**src/rtl/mac4_pkg.sv**
```systemverilog
// mac4_pkg: shared state type and operand/product widths for the mac4 slice.
package mac4_pkg;
  localparam int OPND_W = 4;
  localparam int PROD_W = 8;

  typedef enum logic [1:0] {IDLE, ACCUM, DONE} state_t;
endpackage

```
**src/rtl/mult4x4_comb.sv**
```systemverilog
// mult4x4_comb: purely combinational 4x4 unsigned shift-and-add multiplier.
module mult4x4_comb
  import mac4_pkg::*;
(
  input  logic [OPND_W-1:0] i_x,
  input  logic [OPND_W-1:0] i_y,
  output logic [PROD_W-1:0] o_p
);

  always_comb begin
    o_p = '0;
    for (int unsigned i = 0; i < OPND_W; i++) begin
      if (i_y[i]) o_p = o_p + (PROD_W'(i_x) << i);
    end
  end

endmodule

```
**src/rtl/mac4_accumulator.sv**
```systemverilog
// mac4_accumulator: bursts of N_TERMS 4x4 products summed into an ACC_W accumulator.
// Define MAC_SATURATE_EN to clamp on overflow instead of wrapping.
module mac4_accumulator
  import mac4_pkg::*;
#(
  parameter int N_TERMS = 4,
  parameter int ACC_W   = 12
)(
  input  logic              clk,
  input  logic              rst_n,
  input  logic              start,
  input  logic [OPND_W-1:0] x,
  input  logic [OPND_W-1:0] y,
  input  logic              in_valid,
  output logic              in_ready,
  output logic [ACC_W-1:0]  acc_out,
  output logic              out_valid,
  input  logic              out_ready,
  output logic              busy,
  output logic              overflow
);

  localparam logic [7:0] N_L = 8'(N_TERMS);

  state_t            r_state;
  logic [7:0]        r_cnt;
  logic [PROD_W-1:0] r_prod_q;
  logic              r_prod_v;
  logic [ACC_W-1:0]  r_acc;
  logic              r_ovf;
  logic              r_in_ready;
  logic              r_out_valid;
  logic              r_busy;

  logic [PROD_W-1:0] w_prod;
  logic              w_accept;
  logic [ACC_W:0]    w_sum;
  logic [ACC_W-1:0]  w_acc_next;

  mult4x4_comb u_mult (
    .i_x (x),
    .i_y (y),
    .o_p (w_prod)
  );

  always_comb begin
    w_accept = in_valid && r_in_ready;
    w_sum    = {1'b0, r_acc} + (ACC_W+1)'(r_prod_q);
`ifdef MAC_SATURATE_EN
    w_acc_next = w_sum[ACC_W] ? '1 : w_sum[ACC_W-1:0];
`else
    w_acc_next = w_sum[ACC_W-1:0];
`endif
  end

  always_ff @(posedge clk) begin
    if (!rst_n) begin
      r_state     <= IDLE;
      r_cnt       <= '0;
      r_prod_q    <= '0;
      r_prod_v    <= 1'b0;
      r_acc       <= '0;
      r_ovf       <= 1'b0;
      r_in_ready  <= 1'b0;
      r_out_valid <= 1'b0;
      r_busy      <= 1'b0;
    end else begin
      unique case (r_state)
        IDLE: begin
          if (start) begin
            r_state    <= ACCUM;
            r_cnt      <= '0;
            r_prod_v   <= 1'b0;
            r_acc      <= '0;
            r_ovf      <= 1'b0;
            r_in_ready <= 1'b1;
            r_busy     <= 1'b1;
          end
        end
        ACCUM: begin
          // in_ready is registered, so it drops on the edge taking the last beat
          if (w_accept) begin
            r_prod_q <= w_prod;
            r_prod_v <= 1'b1;
            r_cnt    <= r_cnt + 8'd1;
            if (r_cnt == N_L - 8'd1) r_in_ready <= 1'b0;
          end else begin
            r_prod_v <= 1'b0;
          end
          if (r_prod_v) begin
            r_acc <= w_acc_next;
            if (w_sum[ACC_W]) r_ovf <= 1'b1;
          end
          if (r_cnt == N_L && !r_prod_v) begin
            r_state     <= DONE;
            r_out_valid <= 1'b1;
          end
        end
        DONE: begin
          if (out_ready) begin
            r_state     <= IDLE;
            r_out_valid <= 1'b0;
            r_busy      <= 1'b0;
          end
        end
        default: r_state <= IDLE;
      endcase
    end
  end

  always_comb begin
    in_ready  = r_in_ready;
    acc_out   = r_acc;
    out_valid = r_out_valid;
    busy      = r_busy;
    overflow  = r_ovf;
  end

endmodule
```
**config.mk**
```make
export PLATFORM = sky130hd
export DESIGN_NAME = mac4_accumulator
export DESIGN_NICKNAME = d
export VERILOG_FILES = /design/src/rtl/mac4_pkg.sv /design/src/rtl/mult4x4_comb.sv /design/src/rtl/mac4_accumulator.sv
export SDC_FILE = /design/constraint.sdc
export NUM_CORES = 1
export LEC_CHECK = 0
export CORE_UTILIZATION = 45
export DETAILED_ROUTE_END_ITERATION = 12
export PLACE_DENSITY = 0.69
export SLEW_MARGIN = 20
export SYNTH_ARGS = -nofsm -noshare
export SYNTH_HDL_FRONTEND = slang
export SYNTH_HIERARCHICAL = 1
export SYNTH_SLANG_ARGS = --single-unit
```
**constraint.sdc**
```tcl
create_clock -name clk -period 3.5 [get_ports clk]
set_input_delay 0.525 -clock clk [delete_from_list [all_inputs] [get_ports clk]]
set_output_delay 0.525 -clock clk [all_outputs]
set_load 0.05 [all_outputs]
```
==> results of run 1 <==
## layer usage
metal	part of all wire [%]	routed length (um)	global-route usage, %	vias to the layer above
met5	0	0	0	-
met4	0.64	34	5.56	0
met3	3.7	196	4.02	4
met2	49	2610	33.7	40
met1	46	2440	25.1	1013
li1	-	-	-	1087
## final timing paths
path	to	slack (ns)
setup / recovery	r_prod_q[5]	-0.06
hold / removal	r_prod_q[5]	0.47
setup reg to reg	acc_out[6]	1.46
hold reg to reg	r_prod_q[5]	0.47
## worst register-to-register path: cells and delay by family (launching register included)
kind                       cells  cell delay (ns)
xor gates and xnor gates       1             0.15
DFF                            1             0.33
AOI/OAI and AO/OA              4             0.78
adders and majority gates      2             0.65
## kinds of logic after synthesis
kind of cell	Yosys count	synth area share (%)
compound gates	70	20.4
xor+xnor	20	7.25
fa+ha+maj	26	14.6
buf+inv	25	4.92
flops	35	29.0
mux	6	2.69
simple gates	100	21.2
## through the flow
step	setup TNS [ns]	utilization (%)	cells	instance area (sq um)	hold WS (ns)
3_5_place_dp	-2.81	55.8	389	2870	0.461
2_1_floorplan	0	-	282	2420	0.447
6_report	-0.0587	60.6	403	3110	0.465
4_1_cts	-0.111	59.3	399	3050	0.472
5_1_grt	-0.452	60.6	403	3110	0.493
3_3_place_gp	-2.38	55.8	389	2870	0.451
## final cells by class
type,count,area [sq um]
clock buffers,5,68.8
clock inverters,3,43.8
fillers,493,2030
inverters,16,62.6
multi-input cells,222,1690
flip-flops and latches,35,701
well taps,70,87.6
repair buffers,52,457
## layout by cell type (no fill, tap or decap), drive strengths merged, types with 2 or more instances in the layout
cell type      instances
nand2                 37
dfxtp                 35
buf                   27
clkdlybuf4s50         24
ha                    21
nor2                  20
a21oi                 20
xor2                  17
inv                   16
a21boi                12
o21ai                 10
nand3                 10
nand4                  6
nor2b                  6
and3                   6
and2                   6
a21o                   5
clkbuf                 5
o211ai                 4
mux2                   4
nor3                   4
fa                     4
a22oi                  3
xnor2                  3
a211oi                 2
o31ai                  2
nor4                   2
clkinv                 2
mux2i                  2
## power by group through the flow
| stage | Sequential [mW] | Combinational [mW] | Clock (mW) |
|---|---|---|---|
| 3_3_place_gp | 0.418 | 0.193 | 0 |
| 5_1_grt | 0.410 | 0.256 | 0.395 |
| 4_1_cts | 0.409 | 0.214 | 0.378 |
| 6_report | 0.409 | 0.234 | 0.367 |
| 2_1_floorplan | 0.423 | 0.121 | 0 |
| 3_5_place_dp | 0.418 | 0.198 | 0 |
## sequential cells by signal, indices dropped and copies added (netlist names)
signal     cells
overflow       1
busy           1
r_cnt          8
r_state        2
out_valid      1
in_ready       1
r_prod_q       8
r_prod_v       1
acc_out       12
## Yosys cell counts (2+ instances only)
library cell / number / area share (%)
a211oi_1: 2 / 0.62
a21boi_0: 11 / 3.4
a21o_1: 5 / 1.6
a21oi_1: 17 / 3.5
a21oi_2: 2 / 0.73
a22oi_1: 3 / 0.93
and2_1: 6 / 1.6
and3_1: 5 / 1.3
buf_2: 3 / 0.62
buf_6: 2 / 0.93
clkbuf_1: 3 / 0.47
dfxtp_1: 35 / 29
fa_1: 4 / 3.3
ha_1: 21 / 11
inv_1: 15 / 2.3
mux2_2: 3 / 1.4
mux2i_1: 2 / 0.83
nand2_1: 36 / 5.6
nand3_1: 9 / 1.9
nand4_1: 6 / 1.6
nor2_1: 19 / 3.0
nor2b_1: 6 / 1.6
nor3_1: 3 / 0.62
o211ai_1: 4 / 1.2
o21ai_0: 10 / 2.1
xnor2_1: 3 / 1.1
xor2_1: 17 / 6.2
## timing repair
action	CTS	global route
setup buffers	2	4
endpoints found under the setup margin	4	4
pin swaps	19	17
resized for setup	28	9
==> flow_metrics.env, run 1 <==
export IMPL_synth_distinct_cells=57
export IMPL_worstHoldStart="r_prod_q[5]"
export IMPL_cts_tree="built"
export IMPL_path_cells="buf_6 -> and2_4 -> ha_4 -> inv_2 -> fa_2 -> mux2i_2 -> ha_2 -> inv_2 -> fa_1 -> nand2_1 -> a21boi_2 -> ha_2 -> fa_2 -> xor2_2 -> a32oi_1 -> o31ai_1 -> nand2_1 -> a21boi_1"
export IMPL_syn_area_sq_mm=0.00242
export IMPL_skew_ns=0.00719
export IMPL_p_switching_mw=0.278
export IMPL_tightest_slew_ns=0.544
export IMPL_critPathTopFamily="adder cells"
export IMPL_fp_dieH_um=75.3
export IMPL_min_period_over_period_pct=102
export IMPL_swShare_pct=27.5
export IMPL_insertion_delay_ns=0.29
export IMPL_reg2reg_depth=7
export IMPL_cts_max_level=2
export IMPL_leakage_nw=1.29
export IMPL_hold_depth=2
export IMPL_avgSynthCellArea_sq_um=8.57
export IMPL_power_frac_comb_pct=23.1
export IMPL_p_clk_share_pct=36.4
export IMPL_critical_path_class="in -> reg"
export IMPL_grt_max_degree=16
export IMPL_status="finished with violations"
export IMPL_dieArea_sq_mm=0.00567
export IMPL_grt_usage_pct=19.7
export IMPL_drt_total_wl_um=5280
export IMPL_power_density_mw_per_mm2=324
export IMPL_ir_worst_vdd_v=0.000205
export IMPL_area_growth_pct=28.9
export IMPL_internal_power_mw=0.733
export IMPL_cp_start_kind="input pin"
export IMPL_num_vias=2144
export IMPL_cts_buffers=5
export IMPL_crit_required_ns=3.68
export IMPL_fin_ws_ns=-0.0568
export IMPL_drv_cap=0
export IMPL_worst_path_largest_cell_delay_ns=0.49
export IMPL_worst_path_max_fanout=2
export IMPL_synthArstFlopShare_pct=0
export IMPL_cts_hold_buf=0
export IMPL_yosys_register_bits=35
export IMPL_via_per_inst=5.32
export IMPL_nNetsFinal=370
export IMPL_grt_overflow=0
export IMPL_antenna_found_initial=0
export IMPL_path_buf_inv=3
export IMPL_rsz0062_at_grt="yes"
export IMPL_violations="setup timing"
export IMPL_drive_gt1_share_pct=21.6
export IMPL_drc=0
export IMPL_synthFlopType="dfxtp_1"
export IMPL_cp_data_arrival_time_ns=3.74
export IMPL_fmax_mhz=281
export IMPL_place_congestion=0.794
export IMPL_io_buffers=28
export IMPL_ant_nets=0
export IMPL_synth_warnings=6
export IMPL_fp_dieW_um=75.3
export IMPL_first_pass_iters=4
export IMPL_ys_seq_area_share_pct=29.0
export IMPL_setup_viol=2
export IMPL_synth_edff_count=0
export IMPL_cp_end_kind="register"
export IMPL_period_needed_ns=3.56
export IMPL_synthCells=282
export IMPL_timing_rr_start="acc_out[0]"
export IMPL_rows=26
export IMPL_min_path_type="reg -> reg"
export IMPL_clock_root_buffer="clkbuf_8"
export IMPL_startpoint="y[0]"
export IMPL_io_pins=29
export IMPL_slew_headroom_pct=63.4
export IMPL_numClockSinks=35
export IMPL_crit_cells=18
export IMPL_grt_pass1_wl_um=8490
export IMPL_place_ws_ns=-0.700
export IMPL_drtIter0Drc=71
export IMPL_finalPower_mw=1.01
export IMPL_core_area_sq_mm=0.00514
export IMPL_cp_slowest_cell="fa_1"
export IMPL_syn_nets=320
export IMPL_grt_pass1_vias=1934
export IMPL_seqPwrFrac_pct=40.5
export IMPL_initial_core_util_pct=47.0
export IMPL_clk_path_buf_depth=2
export IMPL_maxSlewViolCount=0
export IMPL_place_hpwl_um=3900
export IMPL_final_hold_violation_count=0
export IMPL_antennaDiodeCount=0
export IMPL_clk_pin_slew_ns=0.07
export IMPL_wl_per_cell_um=13.1
Power figures use the tool's default switching activity.
==> run 2, diff against run 1 <==
Settings changed: CTS_CLUSTER_DIAMETER from default to 80.
==> results of run 2 <==
No change in the layout: final DEF, timing and power equal those of run 1.
